$ cat src/rtl/uart_host_master.sv
// Host-side initiator for the UART register-access link: sends one 8-byte request frame,
// then hunts for and checks the 7-byte response, reporting OK, FAIL or TIMEOUT.
module uart_host_master #(
  parameter int unsigned TIMEOUT_CYCLES = 1000000,
  parameter int unsigned TO_W           = 24
) (
  input  logic        CLK,
  input  logic        RST,
  input  logic        CMD_VALID,
  output logic        CMD_READY,
  input  logic        CMD_WR,
  input  logic [7:0]  CMD_ADDR,
  input  logic [31:0] CMD_WDATA,
  output logic [7:0]  TX_DATA,
  output logic        TX_START,
  input  logic        TX_BUSY,
  input  logic [7:0]  RX_DATA,
  input  logic        RX_DONE,
  output logic        RSP_VALID,
  output logic [31:0] RSP_RDATA,
  output logic        RSP_OK,
  output logic        RSP_FAIL,
  output logic        RSP_TIMEOUT
);

  typedef enum logic [2:0] {
    StIdle,
    StTxLoad,
    StTxWait,
    StRxHunt,
    StRxBody,
    StReport
  } state_e;

  localparam logic [TO_W-1:0] ToReload = TO_W'(TIMEOUT_CYCLES);

  state_e          state_q, state_d;
  logic [2:0]      idx_q, idx_d;
  logic            guard_q, guard_d;
  logic            wr_q, wr_d;
  logic [7:0]      addr_q, addr_d;
  logic [31:0]     wdata_q, wdata_d;
  logic            tx_start_q, tx_start_d;
  logic [7:0]      tx_data_q, tx_data_d;
  logic [TO_W-1:0] to_cnt_q, to_cnt_d;
  logic [7:0]      xor_q, xor_d;
  logic [7:0]      status_q, status_d;
  logic [31:0]     shadow_q, shadow_d;
  logic [31:0]     rdata_q, rdata_d;
  logic            ok_q, ok_d;
  logic            fail_q, fail_d;
  logic            tmo_q, tmo_d;

  logic [7:0] cmd_byte;
  logic [7:0] chk_byte;
  logic [7:0] req_byte;

  // wdata_q is already zeroed for reads, so the checksum needs no read/write split
  assign cmd_byte = wr_q ? 8'h57 : 8'h52;
  assign chk_byte = 8'hAA ^ cmd_byte ^ addr_q ^ wdata_q[31:24] ^ wdata_q[23:16]
                  ^ wdata_q[15:8] ^ wdata_q[7:0];

  always_comb begin
    req_byte = 8'h00;
    unique case (idx_q)
      3'd0: req_byte = 8'hAA;
      3'd1: req_byte = cmd_byte;
      3'd2: req_byte = addr_q;
      3'd3: req_byte = wdata_q[31:24];
      3'd4: req_byte = wdata_q[23:16];
      3'd5: req_byte = wdata_q[15:8];
      3'd6: req_byte = wdata_q[7:0];
      3'd7: req_byte = chk_byte;
    endcase
  end

  always_comb begin
    state_d    = state_q;
    idx_d      = idx_q;
    guard_d    = guard_q;
    wr_d       = wr_q;
    addr_d     = addr_q;
    wdata_d    = wdata_q;
    tx_start_d = 1'b0;
    tx_data_d  = tx_data_q;
    to_cnt_d   = to_cnt_q;
    xor_d      = xor_q;
    status_d   = status_q;
    shadow_d   = shadow_q;
    rdata_d    = rdata_q;
    ok_d       = 1'b0;
    fail_d     = 1'b0;
    tmo_d      = 1'b0;

    unique case (state_q)
      StIdle: begin
        if (CMD_VALID) begin
          wr_d    = CMD_WR;
          addr_d  = CMD_ADDR;
          wdata_d = CMD_WR ? CMD_WDATA : 32'h0;
          idx_d   = 3'd0;
          state_d = StTxLoad;
        end
      end
      StTxLoad: begin
        if (!TX_BUSY) begin
          tx_start_d = 1'b1;
          tx_data_d  = req_byte;
          guard_d    = 1'b1;
          state_d    = StTxWait;
        end
      end
      StTxWait: begin
        // Guard cycle gives the transmitter time to raise TX_BUSY after the start pulse
        if (guard_q) begin
          guard_d = 1'b0;
        end else if (!TX_BUSY) begin
          if (idx_q == 3'd7) begin
            to_cnt_d = ToReload;
            state_d  = StRxHunt;
          end else begin
            idx_d   = idx_q + 3'd1;
            state_d = StTxLoad;
          end
        end
      end
      StRxHunt, StRxBody: begin
        if (RX_DONE) begin
          to_cnt_d = ToReload;
          if (state_q == StRxHunt) begin
            if (RX_DATA == 8'h55) begin
              xor_d   = RX_DATA;
              idx_d   = 3'd1;
              state_d = StRxBody;
            end
          end else begin
            xor_d = xor_q ^ RX_DATA;
            if (idx_q == 3'd1) begin
              status_d = RX_DATA;
            end else if (idx_q <= 3'd5) begin
              shadow_d = {shadow_q[23:0], RX_DATA};
            end
            if (idx_q == 3'd6) begin
              state_d = StReport;
              if ((xor_q != RX_DATA) || (status_q != 8'h00)) begin
                fail_d = 1'b1;
              end else begin
                ok_d = 1'b1;
                if (!wr_q) begin
                  rdata_d = shadow_q;
                end
              end
            end else begin
              idx_d = idx_q + 3'd1;
            end
          end
        end else if (to_cnt_q <= TO_W'(1)) begin
          to_cnt_d = '0;
          tmo_d    = 1'b1;
          state_d  = StReport;
        end else begin
          to_cnt_d = to_cnt_q - TO_W'(1);
        end
      end
      StReport: begin
        idx_d   = 3'd0;
        state_d = StIdle;
      end
      default: state_d = StIdle;
    endcase
  end

  always_ff @(posedge CLK or posedge RST) begin
    if (RST) begin
      state_q    <= StIdle;
      idx_q      <= 3'd0;
      guard_q    <= 1'b0;
      wr_q       <= 1'b0;
      addr_q     <= 8'h00;
      wdata_q    <= 32'h0;
      tx_start_q <= 1'b0;
      tx_data_q  <= 8'h00;
      to_cnt_q   <= '0;
      xor_q      <= 8'h00;
      status_q   <= 8'h00;
      shadow_q   <= 32'h0;
      rdata_q    <= 32'h0;
      ok_q       <= 1'b0;
      fail_q     <= 1'b0;
      tmo_q      <= 1'b0;
    end else begin
      state_q    <= state_d;
      idx_q      <= idx_d;
      guard_q    <= guard_d;
      wr_q       <= wr_d;
      addr_q     <= addr_d;
      wdata_q    <= wdata_d;
      tx_start_q <= tx_start_d;
      tx_data_q  <= tx_data_d;
      to_cnt_q   <= to_cnt_d;
      xor_q      <= xor_d;
      status_q   <= status_d;
      shadow_q   <= shadow_d;
      rdata_q    <= rdata_d;
      ok_q       <= ok_d;
      fail_q     <= fail_d;
      tmo_q      <= tmo_d;
    end
  end

  assign CMD_READY   = (state_q == StIdle);
  assign TX_START    = tx_start_q;
  assign TX_DATA     = tx_data_q;
  assign RSP_VALID   = (state_q == StReport);
  assign RSP_RDATA   = rdata_q;
  assign RSP_OK      = ok_q;
  assign RSP_FAIL    = fail_q;
  assign RSP_TIMEOUT = tmo_q;

endmodule

$ cat config.mk
export PLATFORM = sky130hd
export DESIGN_NAME = uart_host_master
export DESIGN_NICKNAME = d
export VERILOG_FILES = /design/src/rtl/uart_host_master.sv
export SDC_FILE = /design/constraint.sdc
export NUM_CORES = 1
export LEC_CHECK = 0
export CAP_MARGIN = 20
export CORE_MARGIN = 10
export CORE_UTILIZATION = 59
export DETAILED_ROUTE_END_ITERATION = 6
export MAX_ROUTING_LAYER = met4
export PLACE_DENSITY = 0.93
export SLEW_MARGIN = 40
export SYNTH_ARGS = -nofsm -noshare
export SYNTH_HDL_FRONTEND = slang
export SYNTH_SLANG_ARGS = --single-unit
$ cat constraint.sdc
create_clock -name CLK -period 15.05 [get_ports CLK]
set_input_delay 1.505 -clock CLK [delete_from_list [all_inputs] [get_ports CLK]]
set_output_delay 1.505 -clock CLK [all_outputs]
set_load 0.01 [all_outputs]
==> reports/results.ini <==
[outcome]
outcome = finished, final reports clean

[clocking]
cts.path.max_buffers = 2
root_buffer = clkbuf_16
postCtsSetupBuffers = 0
htreeDepth = 4
clk_pin_slew_worst_paths_ns = 0.07
clock_sinks = 164
cts_tree = yes
clock_latency_ns = 0.43
numCtsBuffers = 17
ctsHoldBuffers = 0
cts.repair.resized = 0

[synthesis]
synthAdderAreaFrac_pct = 1.25
synth_xor_area_share_pct = 4.60
syn_inst = 738
synth_flop_cell = dfrtp_1
synth_compound_area_share_pct = 12.9
ys_types = 60
synthSimpleGateAreaFrac_pct = 13.1
syn_avg_cell_area_um2 = 10.8
yosysWarnings = 0
async_reset_ff_share_pct = 100
synthesis.area_um2 = 8000
seq_area_frac_synth_pct = 51.3
netlist.area_leader.share_pct = 51.3
synth-seq-cells = 164
synth_edf_count = 0
synth_top_family_by_area = multiplexers
synth_area_leaders = dfrtp_1, mux2_2, mux2_4
muxShareOfSynthArea_pct = 13.8
syn_nets = 800
yosysTopAreaCell = dfrtp_1

[run]
drv_cap = 0

[detailed_routing]
post_drt_wl_per_cell_um = 20.4
drc = 0
drt_iter0_markers = 734
via_per_inst = 6.16
route.vias.total = 6183
drt_pass1_iterations = 5
ant_nets = 0
wl_mm = 20.4

[finish]
fillers = 910
layout-area-overhead-vs-synth_pct = 20.7
diodes = 0
nets = 877
drive_gt1_share_pct = 17.0

[sta]
slew_headroom_pct = 46.9
setup_slack_ns = 11.20
period_needed_ns = 3.85
hold_viol = 0
timing.setup.tns_ns = 0
tightest_slew_ns = 0.797
fmax_ghz = 0.260
setup_viol_count_final = 0
rsz0062_at_grt = no
min_period_over_period_pct = 25.6
skew_ns = 0.00977
drv_slew = 0

[place]
dp_slack_ns = 10.90
io_buffers = 99
gp_congestion = 0.882
post-dp-hpwl_mm = 12.9

[floorplanning]
dieHeight_um = 136
die_w_um = 136
rows = 42
pin_count = 100
initial_core_util_pct = 60.4
fp.coreArea_um2 = 13200
die_area_um2 = 18600

[grt]
grt_use_total_pct = 22.7
grt_start_max_net_pins = 96
grt_pass1_wl_mm = 32.4
grt_overflow_total = 0
grt_pass1_vias = 5990
grt_antenna_before_repair = 0

[setup_path]
crit_fanout = 32
worstPathRequired_ns = 15.36
worstSetupPathType = in -> reg
arrival_ns = 4.16
critPathLaunchType = input port
end_kind = flop

[pwr]
peakVddDrop_mv = 0.0974
power_density_nw_per_um2 = 174
p_leak_uw = 0.00432

[min_path]
hp-class = reg -> reg

## final timing paths
path | start | end | slack [ns] | cells past startpoint
min in group asynchronous | RST | shadow_q[28] | 1.57 | 2
worst max register to register | status_q[3] | RSP_RDATA[13] | 12.21 | 5
worst max-delay path | RX_DATA[1] | RSP_RDATA[13] | 11.20 | 6
worst min register to register | to_cnt_q[10] | to_cnt_q[10] | 0.47 | 1
worst min-delay path | to_cnt_q[10] | to_cnt_q[10] | 0.47 | 1
max in group asynchronous | RST | wdata_q[16] | 12.43 | 3
## flip-flops by register name, summed over array words and instances (netlist names), 3 cells and up
| signal | flops |
|---|---|
| to_cnt_q | 24 |
| idx_q | 3 |
| xor_q | 8 |
| state_q | 3 |
| TX_DATA | 8 |
| addr_q | 8 |
| wdata_q | 32 |
| status_q | 8 |
| RSP_RDATA | 32 |
| shadow_q | 32 |
## power breakdown
| part | total [uW] | switching, uW | internal [uW] |
|---|---|---|---|
| logic | 549 | 288 | 261 |
| registers | 701 | 141 | 560 |
| clock network | 432 | 190 | 242 |
| total | 1680 | 620 | 1060 |
## cell usage after synthesis (4+ instances only)
cell type and count:
nor4_1 9, a21o_1 9, nand2b_1 6, nor3b_1 7, a31oi_1 11, dfrtp_1 164, buf_2 4, or4_1 4
a31o_2 4, inv_1 11, nand2_1 98, mux2_2 55, ha_1 8, buf_6 4, clkbuf_1 31, a22o_1 4
a22oi_1 6, or3_1 6, nor3_1 13, buf_1 5, nand3_1 17, a211oi_1 4, mux2_4 30, nor2b_1 6
a21oi_1 49, xnor2_1 33, xor2_1 9, nor2_1 22, o21ai_0 58
## cells by family after synthesis
kind of cell,count (synthesis)
XOR/XNOR,42
multiplexers,88
flip-flops,164
buffers and inverters,56
adder cells (fa/ha/maj),8
AND/OR/NAND/NOR,210
AO/OA/AOI/OAI,170
## placed cells by master (no fill, tap or decap), types with 3 or more instances in the layout
master,Yosys,final
a31o_2,4,4
dfrtp_1,164,163
nand2_1,98,97
a21o_1,9,9
a21oi_1,49,48
a22o_1,4,4
xor2_1,9,9
o21ai_0,58,58
inv_8,0,3
nor3_1,13,13
ha_1,8,8
a22oi_1,6,6
inv_1,11,10
and3_1,3,3
xnor2_1,33,33
nand2b_1,6,6
nor4_1,9,9
nand3_1,17,17
a211oi_1,4,4
a31oi_1,11,10
nor2_1,22,22
mux2i_1,3,3
nor2b_1,6,6
or4_1,4,4
inv_6,0,5
nand4_1,3,3
a221oi_1,3,3
clkinv_4,0,3
mux2_4,30,30
a2111oi_0,3,3
or3_1,6,5
nor3b_1,7,6
clkbuf_16,0,17
mux2_2,55,55
a222oi_1,3,3
a221o_1,3,3
buf_4,0,3
clkdlybuf4s50_1,0,98
## area by class of cell
cell class / instances / area [um^2] / share of cell area, %
repair buffers: 103 / 1020 / 10.6
well taps: 176 / 220 / 2.28
clock buffers: 19 / 453 / 4.69
flip-flops and latches: 164 / 4110 / 42.5
inverters: 11 / 48.8 / 0.506
clock inverters: 13 / 135 / 1.40
multi-input cells: 518 / 3670 / 38.0
## critical path, stage by stage
cell and delay [ns]:
clkdlybuf4s50_1 0.66, xnor2_1 0.19, nand4_1 0.15, or4_1 0.58
or3_4 0.66, mux2_4 0.41
## per-stage QoR
step / hold slack, ns / power, uW / util [%] / instances / area (um^2)
2_1_floorplan: 0.441 / 1070 / - / 738 / 8000
3_3_place_gp: 0.457 / 1200 / 68.3 / 972 / 9040
3_5_place_dp: 0.458 / 1230 / 68.4 / 972 / 9050
4_1_cts: 0.472 / 1680 / 72.8 / 1004 / 9640
5_1_grt: 0.494 / 1770 / 72.9 / 1004 / 9650
6_report: 0.467 / 1680 / 72.9 / 1004 / 9650
## metal layers
| metal | vias to the layer above | part of all wire (%) | wire length, um | GRT usage [%] |
|---|---|---|---|---|
| met4 | 0 | 3.8 | 774 | 10.3 |
| met5 | - | 0 | 0 | - |
| met3 | 66 | 6.4 | 1320 | 4.80 |
| li1 | 2791 | - | - | - |
| met2 | 278 | 49 | 10000 | 36.3 |
| met1 | 3048 | 41 | 8360 | 27.2 |
(Power assumes the default switching activity.)
